## src/rtl/ch2_sipo_frame_ctrl.sv

```systemverilog
// ch2_sipo_frame_ctrl: framed serial receiver built around a WIDTH-bit SIPO shift path.
// It hunts for a start bit, shifts in WIDTH data bits MSB-first and checks the stop bit.
// Each good word is handed over through a one-entry valid/ready buffer.
// Optional feature macro: SIPO_PARITY_EN adds an even-parity bit between data and stop.
module ch2_sipo_frame_ctrl #(
    parameter int WIDTH = 4
) (
    input  logic             CLK,
    input  logic             RESET,
    input  logic             DATA_IN,
    input  logic             DOUT_READY,
    output logic [WIDTH-1:0] DOUT,
    output logic             DOUT_VALID,
    output logic             BUSY,
    output logic             FRAME_ERR,
    output logic             OVERRUN
);

    localparam int CW = $clog2(WIDTH);
    localparam logic [CW-1:0] CNT_LAST = CW'(WIDTH - 1);

    typedef enum logic [1:0] {
        ST_IDLE = 2'd0,
        ST_DATA = 2'd1,
`ifdef SIPO_PARITY_EN
        ST_PAR  = 2'd2,
`endif
        ST_STOP = 2'd3
    } state_t;

    state_t           state_q, state_d;
    logic [WIDTH-1:0] shreg_q, shreg_d;
    logic [CW-1:0]    cnt_q, cnt_d;
    logic [WIDTH-1:0] dout_q, dout_d;
    logic             dout_valid_q, dout_valid_d;
    logic             busy_q, busy_d;
    logic             frame_err_q, frame_err_d;
    logic             overrun_q, overrun_d;
    logic             par_bad;

`ifdef SIPO_PARITY_EN
    logic             par_err_q, par_err_d;
    assign par_bad = par_err_q;
`else
    assign par_bad = 1'b0;
`endif

    // State and datapath registers; synchronous reset drops any partial frame.
    always_ff @(posedge CLK) begin
        if (RESET) begin
            state_q      <= ST_IDLE;
            shreg_q      <= '0;
            cnt_q        <= '0;
            dout_q       <= '0;
            dout_valid_q <= 1'b0;
            busy_q       <= 1'b0;
            frame_err_q  <= 1'b0;
            overrun_q    <= 1'b0;
`ifdef SIPO_PARITY_EN
            par_err_q    <= 1'b0;
`endif
        end else begin
            state_q      <= state_d;
            shreg_q      <= shreg_d;
            cnt_q        <= cnt_d;
            dout_q       <= dout_d;
            dout_valid_q <= dout_valid_d;
            busy_q       <= busy_d;
            frame_err_q  <= frame_err_d;
            overrun_q    <= overrun_d;
`ifdef SIPO_PARITY_EN
            par_err_q    <= par_err_d;
`endif
        end
    end

    // Next-state sequencing: IDLE -> DATA (WIDTH bits) -> [PAR] -> STOP -> IDLE.
    always_comb begin
        state_d = state_q;
        unique case (state_q)
            ST_IDLE: begin
                if (!DATA_IN) state_d = ST_DATA;
            end
            ST_DATA: begin
                if (cnt_q == CNT_LAST) begin
`ifdef SIPO_PARITY_EN
                    state_d = ST_PAR;
`else
                    state_d = ST_STOP;
`endif
                end
            end
`ifdef SIPO_PARITY_EN
            ST_PAR:  state_d = ST_STOP;
`endif
            ST_STOP: state_d = ST_IDLE;
            default: state_d = ST_IDLE;
        endcase
    end

    // Datapath, output buffer and status pulses, all resolved into registered next values.
    always_comb begin
        shreg_d      = shreg_q;
        cnt_d        = cnt_q;
        dout_d       = dout_q;
        dout_valid_d = dout_valid_q;
        frame_err_d  = 1'b0;
        overrun_d    = 1'b0;
`ifdef SIPO_PARITY_EN
        par_err_d    = par_err_q;
`endif

        // A sampled drain empties the buffer unless a load below refills it.
        if (dout_valid_q && DOUT_READY) dout_valid_d = 1'b0;

        unique case (state_q)
            ST_IDLE: begin
                if (!DATA_IN) begin
                    shreg_d = '0;
                    cnt_d   = '0;
`ifdef SIPO_PARITY_EN
                    par_err_d = 1'b0;
`endif
                end
            end
            ST_DATA: begin
                shreg_d = {shreg_q[WIDTH-2:0], DATA_IN};
                // Explicit clear on the last bit so non-power-of-two widths never wrap mid-frame.
                if (cnt_q == CNT_LAST) cnt_d = '0;
                else                   cnt_d = cnt_q + 1'b1;
            end
`ifdef SIPO_PARITY_EN
            ST_PAR: begin
                par_err_d = DATA_IN ^ (^shreg_q);
            end
`endif
            ST_STOP: begin
                if (!DATA_IN || par_bad) begin
                    frame_err_d = 1'b0 | 1'b1;
                end else if (!dout_valid_q || DOUT_READY) begin
                    dout_d       = shreg_q;
                    dout_valid_d = 1'b1;
                end else begin
                    overrun_d = 1'b1;
                end
            end
            default: begin
                shreg_d = shreg_q;
            end
        endcase

        busy_d = (state_d != ST_IDLE);
    end

    assign DOUT       = dout_q;
    assign DOUT_VALID = dout_valid_q;
    assign BUSY       = busy_q;
    assign FRAME_ERR  = frame_err_q;
    assign OVERRUN    = overrun_q;

endmodule
```

## config.mk

```make
export PLATFORM = sky130hd
export DESIGN_NAME = ch2_sipo_frame_ctrl
export DESIGN_NICKNAME = d
export VERILOG_FILES = /design/src/rtl/ch2_sipo_frame_ctrl.sv
export SDC_FILE = /design/constraint.sdc
export NUM_CORES = 1
export LEC_CHECK = 0
export CORE_AREA = 2 2 39 41
export DETAILED_ROUTE_END_ITERATION = 10
export DIE_AREA = 0 0 41 43
export GPL_ROUTABILITY_DRIVEN = 0
export GPL_TIMING_DRIVEN = 0
export HOLD_SLACK_MARGIN = 0.03
export PLACE_DENSITY_LB_ADDON = 0.3
export SETUP_SLACK_MARGIN = 0.15
export SLEW_MARGIN = 20
export SYNTH_ARGS = -nofsm -noshare
export SYNTH_HDL_FRONTEND = slang
export SYNTH_SLANG_ARGS = --single-unit
```

## constraint.sdc

```tcl
create_clock -name CLK -period 1.3 [get_ports CLK]
set_input_delay 0.13 -clock CLK [delete_from_list [all_inputs] [get_ports CLK]]
set_output_delay 0.13 -clock CLK [all_outputs]
set_load 0.02 [all_outputs]
```

==> run metrics <==
run status=completed; maximum level of the CTS H-tree=1; global-route wire length before repair=1.70 mm; total cell area at the placement stage=724 um^2; final worst clock skew=1.88 ps; data required time of the worst path=1170 ps; cell area power density=between 1000 and 1500 mW/mm^2; wire length reported by the detailed router=about 1 mm; Post-Syn Instances=65; Core Footprint=roughly 0.0014 mm^2; Layout area overhead=24.8%; CTS clock-pin slew for the worst setup and hold paths=90 ps; root buffer selected by CTS=clkbuf_4; setup repair after global routing missed its margin=true; Syn Area/Cell=9.14 um^2; maximum fanout along the worst path=2; initial standard-cell utilization of the core=0.429; Max-cap violations=0; die outline width=a little over 40 um; library cells used by synthesis=14; clock tree from TritonCTS=done; r2r setup slk=260 ps; number of register bits inferred by synthesis=16; worst skew pair latency=280 ps; number of buffers inserted for hold repair after clock tree synthesis=0; vias in the first global route=411; Die Footprint=0.00176 mm^2; antenna-violating nets left=0; number of warnings reported in the yosys synthesis log=0; antenna cell count=0; portion of the post-synthesis area used by sequential elements=0.539; Initial DRC Count=3; share of post-route cells with drive strength above 1=0.101; Worst Setup Path Type=flop to output pin; critical path's slowest cell=dfxtp_1; part of the cycle the worst path needs=0.830; delay of the slowest cell on the worst path=around 340 ps; largest vdd supply drop=about 640 uV; die extent in y=43 um; final count of hold timing violations=0; number of nets in the final layout=between 80 and 90; static leakage=0.000297 uW; total count of max-transition violations in the final report=0; Crit path arrival time=950 ps; number of setup buffers added after CTS=0; combined buffer and inverter count along the critical path=1; # rows=14; final std cell area, no fill=742 um^2; Min Hold Slack=472 ps; global route overflow=0; Sinks on Clock Net=16; Finish-stage setup viols=0; worst setup margin=around 220 ps; kind of cell with the highest combined delay on the critical path=flip-flops; HPWL after detailed placement=727 um; average wire per standard cell=10.7 um; overall global routing resource usage=0.145; netlist area before placement=between 500 and 600 um^2; Startpoint Class=flop; Net Count, Synth=70; final period demand of the worst path=1080 ps; maximum number of pins on one net before global-route repair=11; Max Buffers Root-to-Sink=2; post-DR vias/cell=4.81; total DRC errors in the routed layout=0; worst slack at placement=-112 ps; timing-limited maximum frequency=927 MHz; kind of end point of the critical path=output pin; initial antenna violation count=0; CTS Buf Count=3; number of vias after detailed routing=457; min-delay worst type=flop to flop; number of iterations in the first detailed-routing pass=2; cell breakdown of the critical path=dlygate4sd2_1; IO buf count=11; Least-Margin Pin Slew=367 ps; boundary pin count=12; remaining max-slew budget at the tightest pin=0.756
## placed cells by master, fill, tap and decap left out
master,n
o21ai_0,5
nand2_1,7
clkbuf_4,3
clkbuf_1,1
nor2b_2,1
dlygate4sd2_1,8
nand3_1,1
buf_2,2
mux2i_1,4
clkdlybuf4s50_1,3
nor2b_1,1
clkbuf_2,1
dfxtp_2,1
ha_1,1
dfxtp_1,15
nor2_1,3
nor3_1,6
a21oi_1,6
and2b_1,1
nand2b_1,9
## state kept, by name (all words and copies together), names as in the netlist
signal and flops:
BUSY 1, OVERRUN 1, DOUT_VALID 1, shreg_q 4
state_q 2, DOUT 4, cnt_q 2, FRAME_ERR 1
## where the power goes
part / total, uW / internal (uW) / switching [uW]
Sequential: 507 / 500 / 6.79
Combinational: 52.9 / 25.3 / 27.6
Clock: 254 / 108 / 147
Total: 814 / 633 / 181
## worst paths after layout
check	start	end	cells after the start
setup / recovery	DOUT_VALID$_SDFF_PP0_	DOUT_VALID	1
setup reg to reg	state_q[0]$_SDFF_PP0_	DOUT[1]$_SDFFE_PP0P_	4
hold reg to reg	DOUT[2]$_SDFFE_PP0P_	DOUT[2]$_SDFFE_PP0P_	2
hold / removal	DOUT[2]$_SDFFE_PP0P_	DOUT[2]$_SDFFE_PP0P_	2
## cell type report
cell class	instances	area [um^2]
flip-flops and latches	16	322
fillers	140	642
multi-input cells	45	259
well taps	16	20.0
clock buffers	3	22.5
repair buffers	11	100
plain buffers	4	18.8
## logic make-up after synthesis
| kind of cell | count (synthesis) | share of synthesized area |
|---|---|---|
| buf+inv | 4 | 0.0295 |
| simple gates | 29 | 0.251 |
| fa+ha+maj | 1 | 0.0210 |
| compound gates | 11 | 0.0926 |
| flops | 16 | 0.539 |
| mux | 4 | 0.0674 |
## cells in the mapped netlist, drive strengths merged
cell,instances,share of area
buf,2,0.017
o21ai,5,0.042
a21oi,6,0.051
nand2,7,0.044
nand2b,9,0.095
and2b,1,0.013
nand3,1,0.0084
nor2b,2,0.021
mux2i,4,0.067
nor3,6,0.051
ha,1,0.021
clkbuf,2,0.013
nor2,3,0.019
dfxtp,16,0.54
## per-stage QoR
step                      TNS (ps)  utilization  instances  power [uW]
after floorplan                  0            -         65         548
after global placement        -839        0.524         92         570
after detailed placement     -1150        0.524         92         572
after CTS                        0        0.533         95         824
after global routing             0        0.536         95         853
final                            0        0.536         95         814
## what timing repair did
item                                    4_1_cts  5_1_grt
gates resized for setup                       8        4
endpoints found under the setup margin        8       11
endpoints found under the hold margin         0        0
## metal layers
layer  routed length [um]  global-route usage
met1                  502               0.189
met2                  449               0.203
met3                   42              0.0314
met4                   21               0.100
met5                    0                   0
(Power assumes the default switching activity.)
